<file path="src/rtl/scan_mux.sv">
// N-channel registered multiplexer: manual channel select or auto-scan with per-channel dwell.
// Define SCAN_MUX_SKIP_EN to honour ch_en in scan mode; otherwise every channel is visited.
module scan_mux #(
   parameter int unsigned CHANNELS = 16,
   parameter int unsigned WIDTH    = 8,
   parameter int unsigned DWELL    = 4,
   localparam int unsigned SEL_W   = $clog2(CHANNELS)
) (
   input  logic                      clk,
   input  logic                      rst_n,
   input  logic [CHANNELS*WIDTH-1:0] in_data,
   input  logic [CHANNELS-1:0]       ch_en,
   input  logic                      mode,
   input  logic [SEL_W-1:0]          sel_in,
   input  logic                      load,
   output logic [WIDTH-1:0]          out_data,
   output logic [SEL_W-1:0]          out_ch,
   output logic                      out_valid,
   input  logic                      out_ready
);

   localparam int unsigned DW_W = $clog2(DWELL) + 1;
   localparam logic [DW_W-1:0] DWELL_LAST = DW_W'(DWELL - 1);

   logic [SEL_W-1:0] r_cur_ch;
   logic [DW_W-1:0]  r_dwell;
   logic [WIDTH-1:0] r_data;
   logic [SEL_W-1:0] r_ch;
   logic             r_valid;

   logic             w_free;
   logic             w_at_last;
   logic             w_cur_en;
   logic             w_capture;
   logic             w_sel_ok;
   logic [SEL_W-1:0] w_next_ch;
   logic [WIDTH-1:0] w_sel_data;

   assign w_free     = !r_valid || out_ready;
   assign w_at_last  = (r_dwell == DWELL_LAST);
   assign w_sel_data = in_data[32'(r_cur_ch)*WIDTH +: WIDTH];
   assign w_capture  = mode ? (w_at_last && w_cur_en) : 1'b1;

   // Out-of-range selects can only exist when CHANNELS is not a power of two.
   if ((2**SEL_W) == CHANNELS) begin : g_sel_full
      assign w_sel_ok = 1'b1;
   end else begin : g_sel_part
      assign w_sel_ok = (32'(sel_in) < CHANNELS);
   end

`ifdef SCAN_MUX_SKIP_EN
   assign w_cur_en = ch_en[r_cur_ch];

   // Search upward from cur_ch+1 with wrap; cur_ch itself is examined last.
   always_comb begin
      logic        v_found;
      int unsigned v_idx;
      v_found   = 1'b0;
      w_next_ch = r_cur_ch;
      for (int unsigned i = 1; i <= CHANNELS; i++) begin
         v_idx = 32'(r_cur_ch) + i;
         if (v_idx >= CHANNELS) v_idx = v_idx - CHANNELS;
         if (!v_found && ch_en[SEL_W'(v_idx)]) begin
            v_found   = 1'b1;
            w_next_ch = SEL_W'(v_idx);
         end
      end
   end
`else
   logic w_unused_ch_en;
   assign w_unused_ch_en = ^ch_en;
   assign w_cur_en       = 1'b1;
   assign w_next_ch      = (r_cur_ch == SEL_W'(CHANNELS - 1)) ? '0 : r_cur_ch + 1'b1;
`endif

   always_ff @(posedge clk) begin
      if (!rst_n) begin
         r_cur_ch <= '0;
         r_dwell  <= '0;
         r_data   <= '0;
         r_ch     <= '0;
         r_valid  <= 1'b0;
      end else begin
         if (w_free) begin
            r_valid <= w_capture;
            if (w_capture) begin
               r_data <= w_sel_data;
               r_ch   <= r_cur_ch;
            end
         end
         if (!mode) begin
            r_dwell <= '0;
            if (load && w_sel_ok) r_cur_ch <= sel_in;
         end else if (!w_at_last) begin
            r_dwell <= r_dwell + 1'b1;
         end else if (w_free) begin
            r_dwell  <= '0;
            r_cur_ch <= w_next_ch;
         end
      end
   end

   assign out_data  = r_data;
   assign out_ch    = r_ch;
   assign out_valid = r_valid;

endmodule
</file>
<file path="config.mk">
export PLATFORM = sky130hd
export DESIGN_NAME = scan_mux
export DESIGN_NICKNAME = d
export VERILOG_FILES = /design/src/rtl/scan_mux.sv
export SDC_FILE = /design/constraint.sdc
export NUM_CORES = 1
export LEC_CHECK = 0
export BUFFER_PORTS_ARGS = -buffer_cell sky130_fd_sc_hd__buf_2
export CORE_MARGIN = 2
export CORE_UTILIZATION = 35
export DETAILED_ROUTE_END_ITERATION = 6
export PLACE_DENSITY_LB_ADDON = 0.2
export SYNTH_ARGS = -nofsm -noshare
export SYNTH_HDL_FRONTEND = slang
export SYNTH_SLANG_ARGS = --single-unit
export TNS_END_PERCENT = 20
</file>
<file path="constraint.sdc">
create_clock -name clk -period 4.8 [get_ports clk]
set_input_delay 0.96 -clock clk [delete_from_list [all_inputs] [get_ports clk]]
set_output_delay 0.96 -clock clk [all_outputs]
set_load 0.05 [all_outputs]
</file>
======== Yosys cells after proc, flatten, opt, wreduce, memory -nomap -nowiden ========
Index checks and enable logic that the tools add are counted.
cells by class
  equality and inequality tests ........... 5
  shifts and indexed selects .............. 1
  reductions and logical operators ........ 6
  add/sub/neg operators ................... 2
  muxes and demuxes ....................... 8
operator list
  cell                                                                     number
  128-bit by 8-bit indexed part select with 8-bit output                   1
  4-bit two-way mux                                                        5
  3-bit two-way mux                                                        2
  4-bit by 1-bit adder with 4-bit output, second input constant            1
  4-bit equality test, second input constant                               1
  2-bit by 1-bit inequality test with 1-bit output, second input constant  2
  2-bit AND reduction                                                      2
  3-bit by 1-bit adder with 3-bit output, second input constant            1
  3-bit by 2-bit equality test with 1-bit output, second input constant    1
  3-bit AND reduction                                                      1
  2-bit inequality test, second input constant                             1
  2-bit nonzero test                                                       1
  1-bit zero test                                                          1
  1-bit logical OR                                                         1
  1-bit two-way mux                                                        1
storage, ports and cells
  register bits after elaboration ......... 20
  output and inout port bits .............. 13

======== Longest topological paths before layout ========
Gate-level depths: netlist of run 1.
  depth in word-level cells ............... 5
  mapped depth ............................ 7

======== Least setup slack after synthesis of run 1 ========
Ideal clock, no wire load.
  path kind ............................... input-to-reg
  from .................................... input port rst_n
  to ...................................... register r_data[2], in the netlist out_data[2]
  buffers on the path ..................... 1
  required time ........................... 4.739 ns
  arrival time ............................ 2.028 ns
  setup slack ............................. 2.711 ns
  stages .................................. 4
  setup time .............................. 0.061 ns
  cells stage by stage .................... clkbuf_1 -> nand2_1 -> a211oi_1 -> a221o_1
RTL lines
  what                  line  source
  from (decl)           10    input logic rst_n,
  to (signal assigned)  87    r_data <= w_sel_data;
  to (decl)             27    logic [WIDTH-1:0] r_data;

======== Final worst setup path of run 1 ========
  from .................................... register r_cur_ch[1]
  to ...................................... register r_data[2], in the netlist out_data[2]
between the ends
  longest elaborated chain between the ends .. 1
ends and longest elaborated chain
  what                                                    line  source
  from (decl)                                             25    logic [SEL_W-1:0] r_cur_ch;
  from (signal assigned)                                  93    if (load && w_sel_ok) r_cur_ch <= sel_in;
  from (signal assigned)                                  98    r_cur_ch <= w_next_ch;
  128-bit by 8-bit indexed part select with 8-bit output  41    assign w_sel_data = in_data[32'(r_cur_ch)*WIDTH +: WIDTH];
Every way passes these cells.
A chain may end at the register's enable or synchronous reset.

==> results of run 1 <==
[path summary, 6_finish.rpt]
path | startpoint | end | slack [ns] | depth (start not counted)
hold reg to reg | r_dwell[1] | r_dwell[1] | 0.47 | 2
hold / removal | r_dwell[1] | r_dwell[1] | 0.47 | 2
setup / recovery | r_cur_ch[1] | out_data[2] | 2.59 | 3
setup reg to reg | r_cur_ch[1] | out_data[2] | 2.59 | 3
[registers in the layout (all words and copies together) (netlist names)]
| signal | flops |
|---|---|
| r_cur_ch | 4 |
| out_data | 8 |
| out_ch | 4 |
| out_valid | 1 |
| r_dwell | 3 |
[worst max-delay path: stages, from the launching register on]
cell	delay, ns
dfxtp_2	0.88
mux4_1	0.65
mux2_2	0.28
a221o_1	0.28
[power by group]
group / internal, mW / switching, mW / total (mW)
registers: 0.177 / 0.0211 / 0.198
clock network: 0.111 / 0.0567 / 0.168
logic: 0.114 / 0.0845 / 0.198
total: 0.402 / 0.162 / 0.564
[layout make-up]
cell class / count / area (µm²)
flip-flops and latches: 20 / 403
clock inverters: 1 / 30.0
well taps: 70 / 87.6
fillers: 524 / 2440
inverters: 2 / 7.51
multi-input cells: 126 / 1380
repair buffers: 150 / 753
clock buffers: 3 / 41.3
[logic make-up (layout without fill, tap and decap cells)]
kind of cell               count (synthesis)  count (layout)  synth area share, %
muxes                                     49              49                 49.6
adders and majority gates                  2               2                 1.34
AOI/OAI and AO/OA                         33              33                 12.5
buffers and inverters                     16             156                 4.89
DFF                                       20              20                 21.4
and+or+nand+nor                           42              42                 10.2
[synth_stat cells]
master,number,area share [%]
a21o_1,1,0.40
a31o_2,1,0.47
nand3_1,1,0.27
buf_2,4,1.1
ha_1,2,1.3
inv_1,2,0.40
o221ai_1,6,2.8
nor2b_1,9,3.0
o22ai_1,1,0.34
nor2_1,13,2.6
a31oi_1,3,1.0
clkbuf_1,5,1.0
mux2i_1,9,4.8
a211oi_1,3,1.2
buf_4,3,1.2
mux2_2,8,4.8
mux4_1,7,9.8
mux4_2,25,30
o21ai_0,3,0.80
a21oi_2,1,0.47
a221o_1,3,1.6
a21boi_0,1,0.40
a2111o_1,1,0.60
nand2b_1,2,0.67
dfxtp_1,20,21
nor3b_1,1,0.40
buf_6,2,1.2
a21oi_1,9,2.4
nand2_1,16,3.2
[routing by layer]
metal / vias to the layer above / share of wire (%) / track usage [%]
met1: 914 / 37 / 22.0
met2: 100 / 53 / 37.5
li1: 941 / - / -
met5: - / 0 / 0
met4: 0 / 3.0 / 6.61
met3: 18 / 7.3 / 4.35
==> impl_metrics.env, run 1 <==
export IMPL_status="completed"
export IMPL_ys_warnings_count=0
export IMPL_critPathMaxFanout=32
export IMPL_groute_usage_overall_pct=19.9
export IMPL_num_vias=1973
export IMPL_report_final_setup_viol=0
export IMPL_grt_overflow=0
export IMPL_port_buffers=149
export IMPL_path_class="flop to flop"
export IMPL_post_place_ws_ns=2.31
export IMPL_cts_tree="built"
export IMPL_hp_class="flop to flop"
export IMPL_fin_crit_ns=2.21
export IMPL_wirelength_um=5790
export IMPL_dp_hpwl_um=4810
export IMPL_start_util_pct=36.3
export IMPL_place_gp_congestion=0.750
export IMPL_mostFrequentLayoutCells="149 x buf_2, 25 x mux4_2, 18 x dfxtp_1"
export IMPL_core_area_mm2=0.00514
export IMPL_drc=0
export IMPL_postCtsSetupRepairBufs=0
export IMPL_dieArea_mm2=0.00594
export IMPL_ir_drop_mv=0.177
export IMPL_clk_insertion_delay_late_ns=0.26
export IMPL_grt_pass1_wl_um=9510
export IMPL_p_total_mw=0.564
export IMPL_first_pass_iters=4
export IMPL_rsz0062_at_grt="false"
export IMPL_fmax_mhz=452
export IMPL_tightest_slew_ns=1.02
export IMPL_period_share_pct=46.1
export IMPL_cts_hold_buf=0
export IMPL_cellPowerDensity_mw_per_mm2=209
export IMPL_whs_ns=0.467
export IMPL_wl_per_cell_um=15.6
export IMPL_nets=458
export IMPL_slew_headroom_pct=31.4
export IMPL_cp_arrival_ns=2.36
export IMPL_die_h_um=77.1
export IMPL_netlist_area_mm2=0.00187
export IMPL_grt_pass1_vias=2104
export IMPL_grt_start_max_net_pins=36
export IMPL_die_x_um=77.1
export IMPL_finalHoldViolCount=0
export IMPL_core_rowCount=26
export IMPL_cellLeakagePower_nw=1.23
export IMPL_cap_violations=0
export IMPL_worst_slack_ns=2.59
export IMPL_cts_resized=0
export IMPL_area_growth_pct=44.5
export IMPL_final_common_cell="buf_2"
export IMPL_crit_path_end_kind="flop"
export IMPL_diodes=0
export IMPL_start_kind="flop"
export IMPL_postPlaceCellArea_mm2=0.00263
export IMPL_required_ns=4.95
export IMPL_antenna_found_initial=0
export IMPL_cts_sinks=20
export IMPL_clk_pin_slew_ns=0.07
export IMPL_clockRootBuffer="clkbuf_8"
export IMPL_drv_slew=0
export IMPL_vias_per_cell=5.30
export IMPL_fin_cells=372
export IMPL_ys_types=29
export IMPL_io_pins=166
export IMPL_setup_tns_ns=0
export IMPL_syn_nets=317
export IMPL_fin_skew_ns=0.00118
export IMPL_drt_iter0_drc=69
export IMPL_cts_htree_levels=1
export IMPL_cts_buffers=3
export IMPL_ys_seq_area_share_pct=21.4
export IMPL_cts_buffer_depth=2
export IMPL_ys_ff_latch=20
export IMPL_stdcell_area_mm2=0.00270
export IMPL_synth_avg_cell_area_um2=11.5
export IMPL_dp_cells=368
export IMPL_synthCells=162
export IMPL_antenna_left=0
export IMPL_post_route_util_pct=52.5
export IMPL_drive_gt1_share_pct=63.2
(Power assumes the default switching activity.)
==> run 2, diff against run 1 <==
- ABC_AREA: unset -> 1
- clock period: 4.8 -> 1.9 ns (I/O delays scaled with it)
==> impl_metrics.env, run 2 <==
export IMPL_dieArea_mm2=0.00677
export IMPL_synth_ff_type="dfxtp_1"
export IMPL_ir_drop_mv=0.449
export IMPL_ys_types=24
export IMPL_mostFrequentLayoutCells="149 x buf_2, 105 x nand2_1, 97 x nor2_1"
export IMPL_crit_chain="ha_1 > nand2_1 > nand2_1 > nand2_2 > nor2_1 > inv_1 > a21oi_1 > nor2_1"
export IMPL_worstHoldEndpoint="r_cur_ch[1]"
export IMPL_wirelength_um=7520
export IMPL_crit_path_end_kind="flop"
export IMPL_netlist_area_leader_share_pct=18.7
export IMPL_synth_top_cells_by_area="dfxtp_1 19%, nand2_1 18%, nor2_1 17%"
export IMPL_synth_most_common_cell="nand2_1"
export IMPL_antenna_left=0
export IMPL_clockRootBuffer="clkbuf_8"
export IMPL_synthCells=419
export IMPL_critPathSlowestCell="dfxtp_1"
export IMPL_port_buffers=149
export IMPL_period_share_pct=82.6
export IMPL_report_final_setup_viol=0
export IMPL_fin_crit_ns=1.57
export IMPL_multiInputGateArea_mm2=0.00144
export IMPL_post_route_util_pct=50.4
export IMPL_cap_violations=0
export IMPL_antenna_found_initial=0
export IMPL_die_h_um=82.3
export IMPL_start_kind="flop"
export IMPL_cts_hold_buf=0
export IMPL_p_int_mw=1.03
export IMPL_grt_start_max_net_pins=68
export IMPL_cp_arrival_ns=1.73
export IMPL_wl_met2_um=3400
export IMPL_dp_hpwl_um=5670
export IMPL_core_rowCount=28
export IMPL_status="completed"
export IMPL_worst_slack_ns=0.331
export IMPL_synth_edf_count=0
export IMPL_critPathMaxFanout=7
export IMPL_cts_buffers=3
export IMPL_pwr_share_seq_pct=28.7
export IMPL_path_class="flop to flop"
export IMPL_synth_common_cells="105 x nand2_1, 97 x nor2_1, 49 x nand3_1, 39 x inv_1, 30 x o21ai_0"
export IMPL_cts_htree_levels=1
export IMPL_groute_usage_overall_pct=20.9
export IMPL_cp_depth=8
export IMPL_slew_headroom_pct=61.9
export IMPL_ys_ff_latch=20
export IMPL_postCtsSetupRepairBufs=0
export IMPL_postPlaceCellArea_mm2=0.00291
export IMPL_area_growth_pct=39.2
export IMPL_die_x_um=82.3
export IMPL_grt_overflow=0
export IMPL_pwr_share_clk_pct=25.6
export IMPL_swShare_pct=38.0
export IMPL_grt_pass1_wl_um=11200
export IMPL_syn_nets=574
export IMPL_tightest_slew_ns=0.567
export IMPL_cts_sinks=20
export IMPL_rsz0062_at_grt="false"
export IMPL_met1_length_um=3350
export IMPL_highest_layer="met4"
export IMPL_drv_slew=0
export IMPL_grt_pass1_vias=2593
export IMPL_async_flop_share_pct=0
export IMPL_fin_skew_ns=0.00946
export IMPL_fmax_mhz=637
export IMPL_num_fill_cells=645
export IMPL_slowest_delay_ns=0.35
export IMPL_netlist_area_mm2=0.00214
export IMPL_cts_resized=0
export IMPL_cellLeakagePower_nw=1.71
export IMPL_hp_class="input port to flop"
export IMPL_post_place_ws_ns=0.299
export IMPL_synth_top_area_cell="dfxtp_1"
export IMPL_drive_gt1_share_pct=29.7
export IMPL_final_common_cell="buf_2"
export IMPL_io_pins=166
export IMPL_cellPowerDensity_mw_per_mm2=555
export IMPL_stdcell_area_mm2=0.00298
export IMPL_finalHoldViolCount=0
export IMPL_place_gp_congestion=0.812
export IMPL_start_util_pct=36.2
export IMPL_register_area_um2=402
export IMPL_switchingPower_mw=0.629
export IMPL_vias_per_cell=4.81
export IMPL_nets=708
export IMPL_r2r_end="out_data[1]"
export IMPL_clk_pin_slew_ns=0.08
export IMPL_pwr_share_comb_pct=45.7
export IMPL_path_buf_inv=1
export IMPL_worst_r2r_setup_slack_ns=0.33
export IMPL_setup_tns_ns=0
export IMPL_drt_iter0_drc=81
export IMPL_diodes=0
export IMPL_cp_top_family="simple AND/OR/NAND/NOR gates"
export IMPL_num_vias=3014
export IMPL_cts_tree="built"
export IMPL_wl_per_cell_um=12.0
export IMPL_rr_worst_depth=8
export IMPL_hold_path_cell_count=3
export IMPL_first_pass_iters=5
export IMPL_reg2reg_from="r_dwell[0]"
export IMPL_core_area_mm2=0.00592
export IMPL_clk_insertion_delay_late_ns=0.26
export IMPL_drc=0
export IMPL_cts_buffer_depth=2
export IMPL_synth_avg_cell_area_um2=5.12
export IMPL_wl_met3_um=640
export IMPL_required_ns=2.06
export IMPL_hp_start="sel_in[1]"
export IMPL_ys_warnings_count=0
export IMPL_ys_seq_area_share_pct=18.7
export IMPL_largest_reg_flops=8
-- run 2: cell types whose count changed in the layout (fill, tap and decap cells not counted), sizes merged, moves of 4 or more --
cell / before / now
inv: 2 / 41
buf: 150 / 155
mux2i: 9 / 0
a21oi: 10 / 14
o211ai: 0 / 5
mux2: 8 / 0
nand2: 16 / 106
mux4: 32 / 0
nand3: 1 / 49
nor2: 13 / 98
o221ai: 6 / 0
nor2b: 9 / 0
o21ai: 3 / 50
-- run 2: logic make-up (layout without fill, tap and decap cells) --
kind of cell	after synthesis	count (layout)	share of synthesized area, %
buffers and inverters	68	201	14.0
AO/OA/AOI/OAI	73	73	18.0
AND/OR/NAND/NOR	256	256	48.2
adder cells (fa/ha/maj)	2	2	1.17
flip-flops	20	20	18.7
-- run 2: worst min-delay path: cells and delay by family --
family          cells  cell delay (ns)
compound gates      1             0.08
simple gates        1             0.06
buf+inv             1             0.10
-- run 2: per-stage QoR --
stage	power, mW	hold slack [ns]	std cells
6_report	1.65	0.396	627
5_1_grt	1.78	0.387	627
4_1_cts	1.67	0.388	627
3_5_place_dp	1.24	0.443	623
3_3_place_gp	1.23	0.430	623
2_1_floorplan	0.984	0.420	419
-- run 2: power by group through the flow --
| stage | Clock [mW] | Sequential (mW) | Combinational, mW |
|---|---|---|---|
| 2_1_floorplan | 0 | 0.575 | 0.409 |
| 3_3_place_gp | 0 | 0.484 | 0.751 |
| 3_5_place_dp | 0 | 0.484 | 0.758 |
| 4_1_cts | 0.435 | 0.475 | 0.762 |
| 5_1_grt | 0.452 | 0.479 | 0.847 |
| 6_report | 0.423 | 0.475 | 0.757 |
-- run 2: worst max-delay path by stage --
stage                     from          end  slack (ns)
floorplan            out_valid  out_data[1]        0.41
global placement    r_dwell[0]  out_data[0]        0.34
detailed placement  r_dwell[0]  out_data[1]        0.30
CTS                 r_dwell[0]  out_data[1]        0.30
global route        r_dwell[0]  out_data[1]        0.12
finish              r_dwell[0]  out_data[1]        0.33
-- run 2: per-layer routing --
metal | global-route usage, % | vias to the layer above
li1 | - | 1592
met5 | 0 | -
met1 | 26.3 | 1293
met2 | 36.5 | 117
met4 | 7.50 | 0
met3 | 2.39 | 12
-- run 2: area by class of cell --
type / count / area share (%)
clock buffer: 3 / 1.38
clock inverter: 1 / 1.01
inverter: 42 / 5.29
multi-input combinational: 331 / 48.4
sequential: 20 / 13.5
tap: 75 / 3.15
timing repair buffer: 155 / 27.3
